`src/rtl/branch_predictor_table_pkg.sv`:
```
// -----------------------------------------------------------------------------
// branch_predictor_table_pkg
// Shared definitions for the dynamic branch predictor:
//   - bp_idx_f        : PHT index hash (PC bits, optionally XOR-ed with history)
//   - bp_wnt_f        : weakly-not-taken reset value for a given counter width
//   - bp_sat_inc_f /
//     bp_sat_dec_f    : saturating counter step functions
//   - bp_btb_entry_t  : BTB entry (valid, tag, target)
// Values are carried at a fixed maximum width. Each user truncates the result to
// its own parameterised width.
// -----------------------------------------------------------------------------
package branch_predictor_table_pkg;

  localparam int BP_MAX_W        = 32;  // widest PC / target / tag handled
  localparam int BP_CTR_MAX_BITS = 3;   // widest saturating counter handled

  typedef logic [BP_CTR_MAX_BITS-1:0] bp_ctr_t;

  typedef struct packed {
    logic                valid;
    logic [BP_MAX_W-1:0] tag;     // pc >> (IDX+2), zero-extended
    logic [BP_MAX_W-1:0] target;
  } bp_btb_entry_t;

  // Index = pc[idx_bits+1:2] ^ {ghr, zeros}. The history lands in the top
  // hist_bits of the index. hist_bits = 0 gives the plain bimodal index.
  function automatic logic [BP_MAX_W-1:0] bp_idx_f(
    input logic [BP_MAX_W-1:0] pc,
    input logic [BP_MAX_W-1:0] ghr,
    input int                  idx_bits,
    input int                  hist_bits
  );
    logic [BP_MAX_W-1:0] mask;
    logic [BP_MAX_W-1:0] idx;
    mask = (BP_MAX_W'(1) << idx_bits) - BP_MAX_W'(1);
    idx  = (pc >> 2) & mask;
    if (hist_bits > 0) begin
      idx = idx ^ ((ghr << (idx_bits - hist_bits)) & mask);
    end
    return idx;
  endfunction

  // Weakly-not-taken: 2^(bits-1) - 1. For a 1-bit counter this value is 0.
  function automatic bp_ctr_t bp_wnt_f(input int bits);
    return bp_ctr_t'((1 << (bits - 1)) - 1);
  endfunction

  function automatic bp_ctr_t bp_ctr_max_f(input int bits);
    return bp_ctr_t'((1 << bits) - 1);
  endfunction

  function automatic bp_ctr_t bp_sat_inc_f(input bp_ctr_t ctr, input int bits);
    return (ctr >= bp_ctr_max_f(bits)) ? ctr : ctr + bp_ctr_t'(1);
  endfunction

  function automatic bp_ctr_t bp_sat_dec_f(input bp_ctr_t ctr);
    return (ctr == '0) ? ctr : ctr - bp_ctr_t'(1);
  endfunction

endpackage

```
`src/rtl/branch_predictor_table_sat_counter.sv`:
```
// -----------------------------------------------------------------------------
// sat_counter
// One PHT entry: an up/down counter that saturates at both ends.
// Ports:
//   clk  : clock
//   rst  : synchronous active-low reset, loads weakly-not-taken
//   en   : apply one step this cycle
//   dir  : 1 = increment (taken), 0 = decrement (not taken)
//   ctr  : current counter value
// -----------------------------------------------------------------------------
module sat_counter
  import branch_predictor_table_pkg::*;
#(
  parameter int CTR_BITS = 2
) (
  input  logic                clk,
  input  logic                rst,
  input  logic                en,
  input  logic                dir,
  output logic [CTR_BITS-1:0] ctr
);

  logic [CTR_BITS-1:0] ctr_q;
  logic [CTR_BITS-1:0] ctr_d;
  bp_ctr_t             ctr_ext;

  // NOTE: every signal written here gets a default first, so no path leaves it
  // unassigned and no latch is inferred.
  always_comb begin
    ctr_ext = bp_ctr_t'(ctr_q);
    ctr_d   = ctr_q;
    if (en) begin
      ctr_d = dir ? CTR_BITS'(bp_sat_inc_f(ctr_ext, CTR_BITS))
                  : CTR_BITS'(bp_sat_dec_f(ctr_ext));
    end
  end

  // NOTE: state is written with non-blocking assignments, so every flop samples
  // the pre-edge values and the order of the blocks does not matter.
  always_ff @(posedge clk) begin
    if (!rst) ctr_q <= CTR_BITS'(bp_wnt_f(CTR_BITS));
    else      ctr_q <= ctr_d;
  end

  assign ctr = ctr_q;

endmodule

```
`src/rtl/branch_predictor_table.sv`:
```
// -----------------------------------------------------------------------------
// branch_predictor_table
// PC-indexed pattern history table of saturating counters, with optional gshare
// history hashing. Gives a same-cycle prediction for the instruction in IF and
// is trained from ID when a branch resolves.
// Define BP_BTB_EN to add a branch target buffer that drives pred_hit and
// pred_target. Without it both outputs are tied to 0 and upd_target is unused.
// Ports:
//   clk, rst      : clock, synchronous active-low reset
//   if_pc         : PC in IF (lookup, combinational)
//   pred_taken    : MSB of the indexed counter
//   pred_idx      : PHT index used; the pipeline carries it to the update
//   pred_hit      : BTB holds a valid, tag-matching target for if_pc
//   pred_target   : BTB target (0 when there is no hit)
//   upd_valid     : a branch resolved this cycle
//   upd_idx       : pred_idx carried with that branch
//   upd_pc        : PC of the resolved branch
//   upd_taken     : actual outcome
//   upd_target    : actual taken target
// -----------------------------------------------------------------------------
module branch_predictor_table
  import branch_predictor_table_pkg::*;
#(
  parameter  int WIDTH     = 32,
  parameter  int ENTRIES   = 64,
  parameter  int CTR_BITS  = 2,
  parameter  int HIST_BITS = 0,
  localparam int IDX       = $clog2(ENTRIES)
) (
  input  logic             clk,
  input  logic             rst,
  input  logic [WIDTH-1:0] if_pc,
  output logic             pred_taken,
  output logic [IDX-1:0]   pred_idx,
  output logic             pred_hit,
  output logic [WIDTH-1:0] pred_target,
  input  logic             upd_valid,
  input  logic [IDX-1:0]   upd_idx,
  input  logic [WIDTH-1:0] upd_pc,
  input  logic             upd_taken,
  input  logic [WIDTH-1:0] upd_target
);

  // One history flop is kept even in bimodal mode. It is held at zero there, so
  // the width is never 0.
  localparam int GW = (HIST_BITS > 0) ? HIST_BITS : 1;

  logic [GW-1:0]       ghr_q;
  logic [GW-1:0]       ghr_d;
  logic [CTR_BITS-1:0] ctr [ENTRIES];
  logic [IDX-1:0]      lkp_idx;   // history-hashed lookup index
  logic [IDX-1:0]      pc_idx;    // pure PC index (reset output, BTB index)
  logic [BP_MAX_W-1:0] if_pc_w;

  assign if_pc_w = BP_MAX_W'(if_pc);
  assign lkp_idx = IDX'(bp_idx_f(if_pc_w, BP_MAX_W'(ghr_q), IDX, HIST_BITS));
  assign pc_idx  = IDX'(bp_idx_f(if_pc_w, '0, IDX, 0));

  // While reset is held, outputs show the documented reset view. This hides
  // history and counter state that the first reset edge has not loaded yet.
  assign pred_idx   = rst ? lkp_idx : pc_idx;
  assign pred_taken = rst && ctr[lkp_idx][CTR_BITS-1];

  // Pattern history table. A lookup of the entry being updated in the same
  // cycle returns the old value, because no bypass is added.
  for (genvar i = 0; i < ENTRIES; i++) begin : g_pht
    sat_counter #(
      .CTR_BITS (CTR_BITS)
    ) u_ctr (
      .clk (clk),
      .rst (rst),
      .en  (upd_valid && (upd_idx == IDX'(i))),
      .dir (upd_taken),
      .ctr (ctr[i])
    );
  end

  // Global history is non-speculative and shifts only when a branch resolves.
  always_comb begin
    ghr_d = ghr_q;
    if (HIST_BITS == 0) begin
      ghr_d = '0;
    end else if (upd_valid) begin
      ghr_d = GW'({ghr_q, upd_taken});
    end
  end

  always_ff @(posedge clk) begin
    if (!rst) ghr_q <= '0;
    else      ghr_q <= ghr_d;
  end

`ifdef BP_BTB_EN
  bp_btb_entry_t       btb_q [ENTRIES];
  bp_btb_entry_t       rd_entry;
  bp_btb_entry_t       wr_entry;
  logic                btb_hit;
  logic                btb_we;
  logic [IDX-1:0]      wr_idx;
  logic [BP_MAX_W-1:0] upd_pc_w;

  assign upd_pc_w = BP_MAX_W'(upd_pc);

  always_comb begin
    rd_entry        = btb_q[pc_idx];
    btb_hit         = rd_entry.valid && (rd_entry.tag == (if_pc_w >> (IDX + 2)));
    wr_idx          = IDX'(bp_idx_f(upd_pc_w, '0, IDX, 0));
    btb_we          = upd_valid && upd_taken;
    wr_entry.valid  = 1'b1;
    wr_entry.tag    = upd_pc_w >> (IDX + 2);
    wr_entry.target = BP_MAX_W'(upd_target);
  end

  // NOTE: reset clears only the valid bits. Tag and target are never read
  // while valid is 0, so those storage bits need no reset.
  always_ff @(posedge clk) begin
    if (!rst) begin
      for (int i = 0; i < ENTRIES; i++) btb_q[i].valid <= 1'b0;
    end else if (btb_we) begin
      btb_q[wr_idx] <= wr_entry;
    end
  end

  assign pred_hit    = rst && btb_hit;
  assign pred_target = pred_hit ? WIDTH'(rd_entry.target) : '0;
`else
  logic unused_btb_inputs;
  assign unused_btb_inputs = ^{upd_pc, upd_target};
  assign pred_hit          = 1'b0;
  assign pred_target       = '0;
`endif

endmodule

```
`config.mk`:
```
export PLATFORM = sky130hd
export DESIGN_NAME = branch_predictor_table
export DESIGN_NICKNAME = d
export VERILOG_FILES = /design/src/rtl/branch_predictor_table_pkg.sv /design/src/rtl/branch_predictor_table_sat_counter.sv /design/src/rtl/branch_predictor_table.sv
export SDC_FILE = /design/constraint.sdc
export NUM_CORES = 1
export LEC_CHECK = 0
export ABC_AREA = 1
export CORE_MARGIN = 10
export CORE_UTILIZATION = 25
export CTS_BUF_LIST = sky130_fd_sc_hd__clkbuf_16
export DETAILED_ROUTE_END_ITERATION = 8
export PLACE_DENSITY = 0.52
export SLEW_MARGIN = 5
export SYNTH_ARGS = -nofsm -noshare
export SYNTH_HDL_FRONTEND = slang
export SYNTH_SLANG_ARGS = --single-unit
```
`constraint.sdc`:
```
create_clock -name clk -period 3 [get_ports clk]
set_input_delay 0.6 -clock clk [delete_from_list [all_inputs] [get_ports clk]]
set_output_delay 0.6 -clock clk [all_outputs]
set_load 0.05 [all_outputs]
```
After elaboration in Yosys (flattened, before gate mapping):

Index checks and enable logic that the tools add are counted.

* output and inout port bits: 40
* word-level logic and storage cells: 838
* flip-flop bits (word level): 128
* input bits: 106

* $add $sub $neg: 128
* bitwise gates (word level): 1
* multiplexer cells: 195
* order comparisons: 65
* equal/unequal tests: 191
* reduce and logical (&&, ||, !) cells: 194

Operators by type and width (count)
* $mux 2: 194
* $ne 2x2->1 const B: 128
* $eq 6x6->1 const B: 32
* $reduce_and 3->1: 64
* $add 2x1->2 const B: 64
* $ge 2x2->1 const B: 64
* $logic_not 2->1: 64
* $sub 2x1->2 const B: 64
* $eq 6x5->1 const B: 16
* $logic_and 1x1->1: 65
* $eq 6x4->1 const B: 8
* $eq 6x3->1 const B: 4
* $bmux 2 s6: 1
* $eq 6x2->1 const B: 2
* $ge 7x7->1 const B: 1
* $not 6->7: 1
* $eq 6x1->1 const B: 1
* $logic_not 6->1: 1

Logic depth before layout (Yosys ltp):

Gate-level depths: netlist of run 1.

* depth in word-level cells: 5
* depth in mapped cells: 11
* depth with buffers taken out: 9

Cells and area by module:

From an unflattened synthesis of run 1, not the netlist that was laid out.

* cells, all modules: 1448
* area total of the unflattened synthesis: 8444.3 µm²

By module, submodules not included
* sat_counter: cells an instance 18, times used 64, area each 110.1 µm², sequential area each 40.0 µm²
* branch_predictor_table: cells an instance 296, times used 1, area each 1397.6 µm², sequential area each 0.0 µm²

Least setup slack after synthesis of run 1:

OpenSTA, ideal clock, no wires.

* kind: input -> output
* start: in if_pc[3]
* end: out pred_taken
* stages on the path: 10
* required time: 2.400 ns
* buffers on the path: 2
* data arrival time: 2.178 ns
* setup slack: 0.222 ns
* cell sequence: buf_2 -> inv_1 -> buf_2 -> nand3_1 -> nand3_1 -> nand2_1 -> nand2_1 -> nand3_1 -> nand3_1 -> a21oi_1

* cells in the longest elaborated chain, start to end: 5

RTL lines
* start: declaration: line branch_predictor_table.sv:32 `input logic [WIDTH-1:0] if_pc,`
* $not 6->7 (not written as such): line branch_predictor_table.sv:62 `assign pred_taken = rst && ctr[lkp_idx][CTR_BITS-1];`
* $bmux 2 s6: line branch_predictor_table.sv:62
* $mux 2 (not written as such) (2 in series): line branch_predictor_table.sv:62
* $logic_and 1x1->1: line branch_predictor_table.sv:62
* end: declaration: line branch_predictor_table.sv:33 `output logic pred_taken,`

Every way passes these cells. The select of a mux whose other input is x is not followed.

Final worst setup path of run 1:

* start: in if_pc[5]
* end: out pred_taken

The elaborated chain is that of the path after synthesis.

==> metrics.md, run 1 <==
| Metric | Value |
|---|---|
| # diodes | 0 |
| Layout cells sized above 1 | 7.61% |
| Area of the multi-input gates | 3870 um^2 |
| Largest cells by area after synthesis | dfxtp_1 36%, nand2_1 13%, nor2_1 9.2% |
| Antenna violations before repair | 0 |
| First-pass DRT Iterations | 5 |
| Mapped Avg Cell Area | 6.52 um^2 |
| Crit. End Element | output pin |
| Via density | 4.60 |
| Layout filler cell count | 3,141 |
| Core ar. | 28,500 um^2 |
| First-pass GRT wire length | 32,300 um |
| FF-to-FF Start | g_pht[44].u_ctr.ctr[1]$_SDFFE_PN0P_ |
| Final ANT Viol Nets | 0 |
| Crit path top cell by count | nand3_1 |
| Status | completed |
| Yosys reg bits | 128 |
| Fin Hold WS | 0.487 ns |
| Post-DP HPWL | 13,200 um |
| Die Span Y | 190 um |
| Overall die area | 35,900 um^2 |
| Post-synthesis sequential area ratio | 35.6% |
| Row cnt | 62 |
| Num CTS Buffers | 17 |
| Endpoints failing hold | 0 |
| IO Port Bufs | 22 |
| Worst Slack Setup Final | 0.231 ns |
| CTS Buffer Depth | 2 |
| # nets final | 1,211 |
| Synth top area share | 35.6% |
| Final Cell Area | 8270 um^2 |
| Cell taking the most area after synthesis | dfxtp_1 |
| WL final | 19,700 um |
| Critical Path Max Stage Delay | 0.64 ns |
| Fin. max-slew vios | 0 |
| Least-Margin Pin Slew | 0.872 ns |
| Wirelength per Cell | 13.1 um |
| Endpoint, Worst Hold | g_pht[44].u_ctr.ctr[0]$_SDFFE_PN1P_ |
| Clock Latency Late Sink | 0.42 ns |
| GRT overflow | 0 |
| Min-Delay Path Class | flip-flop to flip-flop |
| Initial DRC Count | 387 |
| RSZ-0062 raised after global routing | false |
| Yosys cell types | 25 |
| Power Density | 502 nW/um^2 |
| Flop2flop setup slack | 2.10 ns |
| Rel. slew slack | 41.9% |
| CTS Sinks | 128 |
| Max reg flops | 128 |
| Crit-path slowest cell | clkdlybuf4s50_1 |
| GPL Wtd Cong | 0.799 |
| Crit path DAT | 2.17 ns |
| Critical path class | primary input to output pin |
| Placed insts | 1,470 |
| Final Setup Violations | 0 |
| Tmin final | 2.77 ns |
| Dpl cell area | 7710 um^2 |
| Clock transition at path regs | 0.05 ns |
| CTS tree | done |
| Worst Hold Launch | g_pht[44].u_ctr.ctr[0]$_SDFFE_PN1P_ |
| Num ports | 146 |
| Via Count | 6,905 |
| # H-tree levels | 4 |
| Number of global-route vias before repair | 6,381 |
| Max Freq | 0.361 GHz |
| Max cap viols | 0 |
| Post-synthesis cell area | 7190 um^2 |
| Initial Util | 25.2% |
| Leak Pwr | 3.26 nW |
| FF+latch area | 2560 um^2 |
| Worst Clk Skew | 0.00572 ns |
| Crit path required time | 2.40 ns |
| Residual DRC count | 0 |
| Fin cells | 1,501 |
| Worst flop-to-flop path endpoint | g_pht[44].u_ctr.ctr[1]$_SDFFE_PN0P_ |
| Post-CTS Hold Buffers | 0 |
| Die Span X | 190 um |
| Critical path fanouts, max | 6 |
| GR Util All Layers | 11.0% |
| Post-CTS Setup Bufs | 0 |
| FF-to-FF path depth | 4 |
| Largest net degree at the start of global routing | 72 |
| Critical path, cell by cell | clkdlybuf4s50_1 > inv_1 > nand2_1 > nand3_1 > nand3_1 > a21oi_1 > buf_4 > buf_12 |
| Worst VDD drop | 0.258 mV |
| Cells after Synth | 1,102 |
| Critical Path Source Type | primary input |
| P&R area growth vs syn | 15.1% |
| Crit share post-route | 92.3% |
| Post-place setup slack | -0.168 ns |
| Worst Hold Depth | 2 |
| Ys Warns | 0 |
| Clock root cell | clkbuf_16 |
| Power, Total | 4.15 mW |
-- synth_stat cells (all sizes together) --
master	number
a21boi	7
a21oi	17
a31oi	56
buf	64
clkbuf	25
clkinv	1
conb	1
dfxtp	128
inv	96
nand2	255
nand3	56
nand3b	6
nor2	198
nor3	4
o2111ai	3
o211ai	54
o21ai	122
o31ai	9
-- worst max-delay path, delay by kind of cell --
family	cells	cell delay, ns
simple gates	3	0.25
compound gates	1	0.16
buf+inv	4	1.14
-- through the flow --
step,utilization (%),TNS (ns)
floorplan,-,0
global placement,27.0,-0.175
detailed placement,27.0,-0.168
CTS,28.9,0
global route,29.0,0
finish,29.0,0
-- layer usage --
metal,routed length (um),GRT usage (%),up-vias
met1,9840,14.3,3176
met3,631,1.98,12
li1,-,-,3609
met5,0,0,-
met2,9010,17.9,108
met4,231,3.91,0
-- layout make-up --
class                   count  area share [%]
well taps                 384            5.81
flip-flops and latches    128            31.0
repair buffers             41            5.42
inverters                  97            4.40
multi-input cells         820            46.7
clock buffers              17            5.14
clock inverters            14            1.51
-- cell usage in the layout, fill, tap and decap left out, types with 2 or more instances in the layout --
cell type,n
inv_1,89
clkinv_1,5
o31ai_1,9
buf_6,2
a21boi_0,7
nor3_1,3
bufinv_16,2
nand3b_1,6
o21ai_0,122
conb_1,33
clkinv_2,4
nor2_2,15
dfxtp_1,128
o2111ai_1,3
nor2_4,6
nand3_1,55
a21oi_1,17
dlymetal6s2s_1,2
inv_2,7
nor2_1,177
clkdlybuf4s50_1,11
o211ai_1,54
nand2_1,255
clkbuf_16,17
a31oi_1,56
clkinvlp_4,4
buf_12,8
buf_4,16
-- worst max-delay path by stage --
stage,slack [ns],cells past startpoint,startpoint,endpoint
final,0.23,8,if_pc[5],pred_taken
after global placement,-0.17,13,if_pc[2],pred_taken
after detailed placement,-0.17,12,if_pc[2],pred_taken
after CTS,0.04,12,if_pc[3],pred_taken
after global routing,0.12,8,if_pc[5],pred_taken
after floorplan,0.22,10,if_pc[3],pred_taken
-- power breakdown --
part / switching, mW / total (mW) / leakage (nW) / internal [mW]
registers: 0.0105 / 1.73 / 1.03 / 1.71
clock network: 0.777 / 1.97 / 0.260 / 1.20
logic: 0.342 / 0.449 / 1.96 / 0.107
-- timing repair --
item,in CTS,in global routing
setup endpoints to repair,1,1
gates cloned,0,0
endpoints found under the hold margin,0,0
gates resized for setup,1,8
-- logic make-up after synthesis --
family          Yosys count  share of synthesized area (%)
other cells               1                         0.0522
buf+inv                 186                           12.3
simple gates            519                           29.8
compound gates          268                           22.2
flops                   128                           35.6
Power figures use the tool's default switching activity.
==> run 2: changes to the inputs <==
--- a/config.mk
+++ b/config.mk
@@ -7,10 +7,10 @@
 export LEC_CHECK = 0
 export ABC_AREA = 1
 export CORE_MARGIN = 10
-export CORE_UTILIZATION = 25
+export CORE_UTILIZATION = 27
 export CTS_BUF_LIST = sky130_fd_sc_hd__clkbuf_16
 export DETAILED_ROUTE_END_ITERATION = 8
-export PLACE_DENSITY = 0.52
+export PLACE_DENSITY = 0.54
 export SLEW_MARGIN = 5
 export SYNTH_ARGS = -nofsm -noshare
 export SYNTH_HDL_FRONTEND = slang
==> run 2 against run 1 <==
  * Die area down 6.6%
  * Wire length up 0.39%
  * Non-clock buffer count up 2
  * Critical path type unchanged
  * Critical endpoint unchanged
==> metrics.md, run 2 (synthesized netlist as in run 1, its figures left out) <==
| Metric | Value |
|---|---|
| Status | completed |
| Least-Margin Pin Slew | 0.911 ns (+0.0389 ns) |
| Final core occ | 31.4% (+2.5 points) |
| CTS Sinks | 128 (unchanged) |
| Post-CTS Hold Buffers | 0 (unchanged) |
| Num ports | 146 (unchanged) |
| Crit path required time | 2.40 ns (about the same) |
| Via Count | 6,986 (+1.2%) |
| Crit. End Element | output pin |
| Rel. slew slack | 39.3% (-2.6 points) |
| GPL Wtd Cong | 0.819 (+2.5%) |
| Worst Hold Depth | 2 (unchanged) |
| Antenna violations before repair | 0 (unchanged) |
| Fin. max-slew vios | 0 (unchanged) |
| Clock root cell | clkbuf_16 |
| Critical path fanouts, max | 9 (+3) |
| Initial DRC Count | 530 (+37%) |
| Worst Slack Setup Final | 0.163 ns (-0.0678 ns) |
| # diodes | 0 (unchanged) |
| First-pass GRT wire length | 32,100 um (-0.64%) |
| Overall die area | 33,500 um^2 (-6.6%) |
| Crit path DAT | 2.24 ns (+0.07 ns) |
| Critical path class | primary input to output pin |
| Wirelength per Cell | 13.6 um (+3.7%) |
| Largest net degree at the start of global routing | 72 (unchanged) |
| CP top delay family | buffers and inverters |
| Max Freq | 0.352 GHz (-2.4%) |
| GR Util All Layers | 11.8% (+0.82 points) |
| Critical path, cell by cell | dlygate4sd2_1 > inv_2 > buf_12 > buf_4 > nand2_1 > nand3_1 > nand3_1 > nand2_1 > nand2_1 > nand3_1 > nand3_1 > a21oi_1 > buf_4 > buf_12 |
| Sw Ratio | 26.8% (-0.39 points) |
| Clock transition at path regs | 0.05 ns (about the same) |
| First-pass DRT Iterations | 5 (unchanged) |
| Layout filler cell count | 2,839 (-9.6%) |
| Critical Path Max Stage Delay | 0.30 ns (-0.34 ns) |
| P&R area growth vs syn | 14.3% |
| Post-place setup slack | -0.0991 ns (+0.0690 ns) |
| Critical Path Source Type | primary input |
| Worst VDD drop | 0.387 mV (+50%) |
| Seq pwr share | 42.0% (+0.4 points) |
| Die Span X | 183 um (-3.4%) |
| Clock network power share | 47.0% (-0.6 points) |
| CTS Buffer Depth | 2 (unchanged) |
| RSZ-0062 raised after global routing | false |
| Commonest non-fill, non-tap cells in the layout | 255 x nand2_1, 177 x nor2_1, 128 x dfxtp_1 |
| Post-DP HPWL | 13,200 um (about the same) |
| IO Port Bufs | 22 (unchanged) |
| Residual DRC count | 0 (unchanged) |
| # nets final | 1,213 (+0.17%) |
| Core ar. | 26,100 um^2 (-8.5%) |
| Crit-path slowest cell | dlygate4sd2_1 |
| Switching pwr | 1.10 mW (-2.3%) |
| Clock Latency Late Sink | 0.41 ns (about the same) |
| Tmin final | 2.84 ns (+0.0678 ns) |
| Worst Clk Skew | 0.00456 ns (-0.00116 ns) |
| Via density | 4.81 (+4.5%) |
| CTS tree | done |
| Int Pwr | 3.01 mW (-0.32%) |
| Num CTS Buffers | 17 (unchanged) |
| Crit share post-route | 94.6% (+2.3 points) |
| Layout cells sized above 1 | 7.25% (-0.36 points) |
| Placed insts | 1,422 (-3.3%) |
| # H-tree levels | 4 (unchanged) |
| Row cnt | 59 (-4.8%) |
| Endpoints failing hold | 0 (unchanged) |
| Final ANT Viol Nets | 0 (unchanged) |
| Final Setup Violations | 0 (unchanged) |
| Critical path depth in cells | 14 (+6) |
| Fin cells | 1,453 (-3.2%) |
| Fin Hold WS | 0.489 ns (+0.00239 ns) |
| Worst Path Buf+Inv | 6 (+2) |
| Initial Util | 27.5% (+2.3 points) |
| Number of global-route vias before repair | 6,385 (+0.063%) |
| Min-Delay Path Class | flip-flop to flip-flop |
| Leak Pwr | 3.27 nW (+0.49%) |
| Power, Total | 4.11 mW (-0.85%) |
| FF-to-FF path depth | 4 (unchanged) |
| Gate power share | 11.0% (+0.2 points) |
| Power Density | 501 nW/um^2 (-0.14%) |
| WL final | 19,800 um (+0.39%) |
| Crit path top cell by count | nand3_1 |
| Die Span Y | 183 um (-3.4%) |
| Most common cell after layout, fill and taps aside | nand2_1 |
| Max reg flops | 128 (unchanged) |
| GRT overflow | 0 (unchanged) |
| Max cap viols | 0 (unchanged) |
run 2: worst min-delay path: cells and delay by family (launching register included):
kind	cells	cell delay, ns
AND/OR/NAND/NOR	1	0.06
flip-flops	1	0.31
AO/OA/AOI/OAI	1	0.07
run 2: area by class of cell:
class	instances	area (um^2)	area share [%]
Multi-Input combinational cell	820	3860	47.0
Tap cell	335	419	5.10
Inverter	97	364	4.43
Clock inverter	13	106	1.29
Timing Repair Buffer	43	474	5.77
Sequential cell	128	2560	31.2
Clock buffer	17	425	5.18
run 2: routing by layer:
metal | track usage, % | routed length, um | vias up
met4 | 3.61 | 166 | 0
met1 | 15.7 | 9950 | 3218
met5 | 0 | 0 | -
li1 | - | - | 3621
met3 | 2.89 | 960 | 11
met2 | 18.4 | 8710 | 136
run 2: power groups by stage:
stage	logic (mW)	registers, mW	clock network (mW)
global placement	0.445	1.76	0
finish	0.454	1.73	1.93
CTS	0.453	1.73	1.98
global route	0.494	1.73	2.05
detailed placement	0.448	1.76	0
floorplan	0.354	1.76	0
run 2: what timing repair did:
item / 4_1_cts / 5_1_grt
buffers inserted: 1 / 0
setup endpoints to repair: 1 / 1
resized for setup: 3 / 1
cloned: 0 / 0
pin swaps: 0 / 0
run 2: stage by stage:
step / setup TNS [ns] / cell area (um^2)
floorplan: 0 / 7310
global placement: -0.0918 / 7650
detailed placement: -0.0991 / 7650
CTS: 0 / 8210
global route: 0 / 8210
finish: 0 / 8210
run 2: final timing paths:
kind,start,to,slack (ns)
max,if_pc[2],pred_taken,0.16
min,g_pht[0].u_ctr.ctr[0]$_SDFFE_PN1P_,g_pht[0].u_ctr.ctr[0]$_SDFFE_PN1P_,0.49
max reg2reg,g_pht[10].u_ctr.ctr[1]$_SDFFE_PN0P_,g_pht[10].u_ctr.ctr[0]$_SDFFE_PN1P_,2.09
min reg2reg,g_pht[0].u_ctr.ctr[0]$_SDFFE_PN1P_,g_pht[0].u_ctr.ctr[0]$_SDFFE_PN1P_,0.49
==> run 3: changes to the inputs <==
--- a/config.mk
+++ b/config.mk
@@ -7,10 +7,10 @@
 export LEC_CHECK = 0
 export ABC_AREA = 1
 export CORE_MARGIN = 10
-export CORE_UTILIZATION = 27
+export CORE_UTILIZATION = 44
 export CTS_BUF_LIST = sky130_fd_sc_hd__clkbuf_16
 export DETAILED_ROUTE_END_ITERATION = 8
-export PLACE_DENSITY = 0.54
+export PLACE_DENSITY = 0.77
 export SLEW_MARGIN = 5
 export SYNTH_ARGS = -nofsm -noshare
 export SYNTH_HDL_FRONTEND = slang
==> run 3 against run 2 <==
  * Wire length is 10% lower
  * Sequential power hardly changed
  * Core utilization is 20 points higher
  * Register-to-register slack hardly changed
  * Non-clock buffer count is 6 lower
  * Global-route usage is 4.7 points higher
  * Worst hold slack worse by 0.012 ns
  * Via count is 1.3% higher
  * First-iteration DRC count is 28% higher
  * Die area is 35% lower
  * Fmax is 0.13% higher
  * Cell count is 8.5% lower
==> metrics.md, run 3 (synthesized netlist as in run 1, its figures left out) <==
| Metric | Value |
|---|---|
| Clock network power share | 53.4% (+6.4 points) |
| Critical Path Max Stage Delay | 0.48 ns (+0.18 ns) |
| Final core occ | 51.3% (+20 points) |
| Die Span Y | 148 um (-19%) |
| Leak Pwr | 3.30 nW (+0.89%) |
| Crit. End Element | output pin |
| Min-Delay Path Class | flip-flop to flip-flop |
| # nets final | 1,207 (-0.49%) |
| Critical path fanouts, max | 8 (-1) |
| CTS tree | done |
| Row cnt | 46 (-22%) |
| Sw Ratio | 23.9% (-2.9 points) |
| Via density | 5.32 (+11%) |
| Crit path required time | 2.40 ns (about the same) |
| Initial Util | 45.1% (+18 points) |
| Max cap viols | 0 (unchanged) |
| Via Count | 7,078 (+1.3%) |
| # H-tree levels | 4 (unchanged) |
| GRT overflow | 0 (unchanged) |
| Clock transition at path regs | 0.05 ns (about the same) |
| Most common cell after layout, fill and taps aside | nand2_1 |
| Worst Clk Skew | 0.00839 ns (+0.00384 ns) |
| Clock root cell | clkbuf_16 |
| First-pass GRT wire length | 30,200 um (-5.8%) |
| Crit-path slowest cell | clkdlybuf4s50_1 |
| Residual DRC count | 0 (unchanged) |
| Max Freq | 0.353 GHz (+0.13%) |
| Tmin final | 2.83 ns (-0.00358 ns) |
| Antenna violations before repair | 0 (unchanged) |
| GR Util All Layers | 16.5% (+4.7 points) |
| Number of global-route vias before repair | 6,420 (+0.55%) |
| Least-Margin Pin Slew | 0.861 ns (-0.0505 ns) |
| Fin Hold WS | 0.477 ns (-0.0120 ns) |
| CTS Sinks | 128 (unchanged) |
| Int Pwr | 3.53 mW (+17%) |
| Endpoints failing hold | 0 (unchanged) |
| Rel. slew slack | 42.6% (+3.4 points) |
| Critical Path Source Type | primary input |
| Worst Path Buf+Inv | 4 (-2) |
| CP top delay family | buffers and inverters |
| IO Port Bufs | 22 (unchanged) |
| WL final | 17,700 um (-10%) |
| Post-CTS Hold Buffers | 0 (unchanged) |
| Critical path class | primary input to output pin |
| Num CTS Buffers | 17 (unchanged) |
| Commonest non-fill, non-tap cells in the layout | 255 x nand2_1, 177 x nor2_1, 128 x dfxtp_1 |
| RSZ-0062 raised after global routing | false |
| Clock Latency Late Sink | 0.43 ns (+0.02 ns) |
| Wirelength per Cell | 13.3 um (-2.0%) |
| Status | completed |
| # diodes | 0 (unchanged) |
| GPL Wtd Cong | 0.866 (+5.8%) |
| Final ANT Viol Nets | 0 (unchanged) |
| Initial DRC Count | 676 (+28%) |
| Post-DP HPWL | 11,500 um (-12%) |
| First-pass DRT Iterations | 5 (unchanged) |
| Max reg flops | 128 (unchanged) |
| Switching pwr | 1.11 mW (+0.34%) |
| Overall die area | 21,800 um^2 (-35%) |
| CTS Buffer Depth | 2 (unchanged) |
| Num ports | 146 (unchanged) |
| Final Setup Violations | 0 (unchanged) |
| Crit path DAT | 2.23 ns (about the same) |
| Seq pwr share | 37.3% (-4.7 points) |
| Largest net degree at the start of global routing | 72 (unchanged) |
| Crit share post-route | 94.4% (-0.12 points) |
| Fin. max-slew vios | 0 (unchanged) |
| Gate power share | 9.4% (-1.6 points) |
| Power Density | 567 nW/um^2 (+13%) |
| Layout cells sized above 1 | 7.09% (-0.15 points) |
| Crit path top cell by count | nand3_1 |
| P&R area growth vs syn | 13.7% |
| Core ar. | 15,900 um^2 (-39%) |
| Critical path, cell by cell | clkdlybuf4s50_1 > inv_1 > nand3_1 > nand2_1 > nand2_1 > nand3_1 > nand3_1 > a21oi_1 > buf_4 > buf_12 |
| Worst VDD drop | 0.364 mV (-5.9%) |
| Die Span X | 148 um (-19%) |
run 3: cell type report:
class	instances	area, um^2
Fill cell	1534	7770
Multi-Input combinational cell	820	3860
Sequential cell	128	2560
Clock buffer	17	425
Timing Repair Buffer	37	414
Inverter	97	368
Clock inverter	15	270
Tap cell	216	270
run 3: worst reg2reg max path: cells and delay by family, from the launching register on:
family	cells	cell delay, ns
and+or+nand+nor	2	0.25
DFF	1	0.34
AOI/OAI and AO/OA	2	0.17
run 3: power by group through the flow:
stage	Clock [mW]	Combinational, mW	Sequential [mW]
2_1_floorplan	0	0.354	1.76
3_3_place_gp	0	0.420	1.76
3_5_place_dp	0	0.425	1.76
4_1_cts	2.49	0.431	1.73
5_1_grt	2.57	0.474	1.73
6_report	2.47	0.435	1.73
run 3: metal layers:
layer,share of wire (%),track usage [%],vias to the layer above
li1,-,-,3610
met2,46,26.7,206
met4,1.6,6.00,0
met3,6.4,3.97,28
met1,46,21.0,3234
met5,0,0,-
run 3: timing repair:
item                                    CTS  global route
resized for setup                         2             1
pin swaps                                 0             0
buffers inserted                          1             0
endpoints found under the setup margin    1             1
run 3: path summary, 6_finish.rpt:
path         cells after the start                                   to  slack [ns]                           startpoint
min                              2  g_pht[44].u_ctr.ctr[0]$_SDFFE_PN1P_        0.48  g_pht[44].u_ctr.ctr[0]$_SDFFE_PN1P_
max                             10                           pred_taken        0.17                             if_pc[4]
min reg2reg                      2  g_pht[44].u_ctr.ctr[0]$_SDFFE_PN1P_        0.48  g_pht[44].u_ctr.ctr[0]$_SDFFE_PN1P_
max reg2reg                      4   g_pht[9].u_ctr.ctr[0]$_SDFFE_PN1P_        2.09   g_pht[9].u_ctr.ctr[1]$_SDFFE_PN0P_
run 3: metrics by stage:
| stage | instances | cell area [um^2] | setup TNS [ns] | setup WS (ns) | power, mW |
|---|---|---|---|---|---|
| global placement | 1297 | 7450 | -0.0417 | -0.0417 | 2.18 |
| finish | 1330 | 8170 | 0 | 0.167 | 4.63 |
| floorplan | 1134 | 7310 | 0 | 0.222 | 2.11 |
| detailed placement | 1297 | 7450 | -0.0475 | -0.0475 | 2.19 |
| CTS | 1330 | 8170 | 0 | 0.0776 | 4.64 |
| global route | 1330 | 8170 | 0 | 0.0693 | 4.77 |
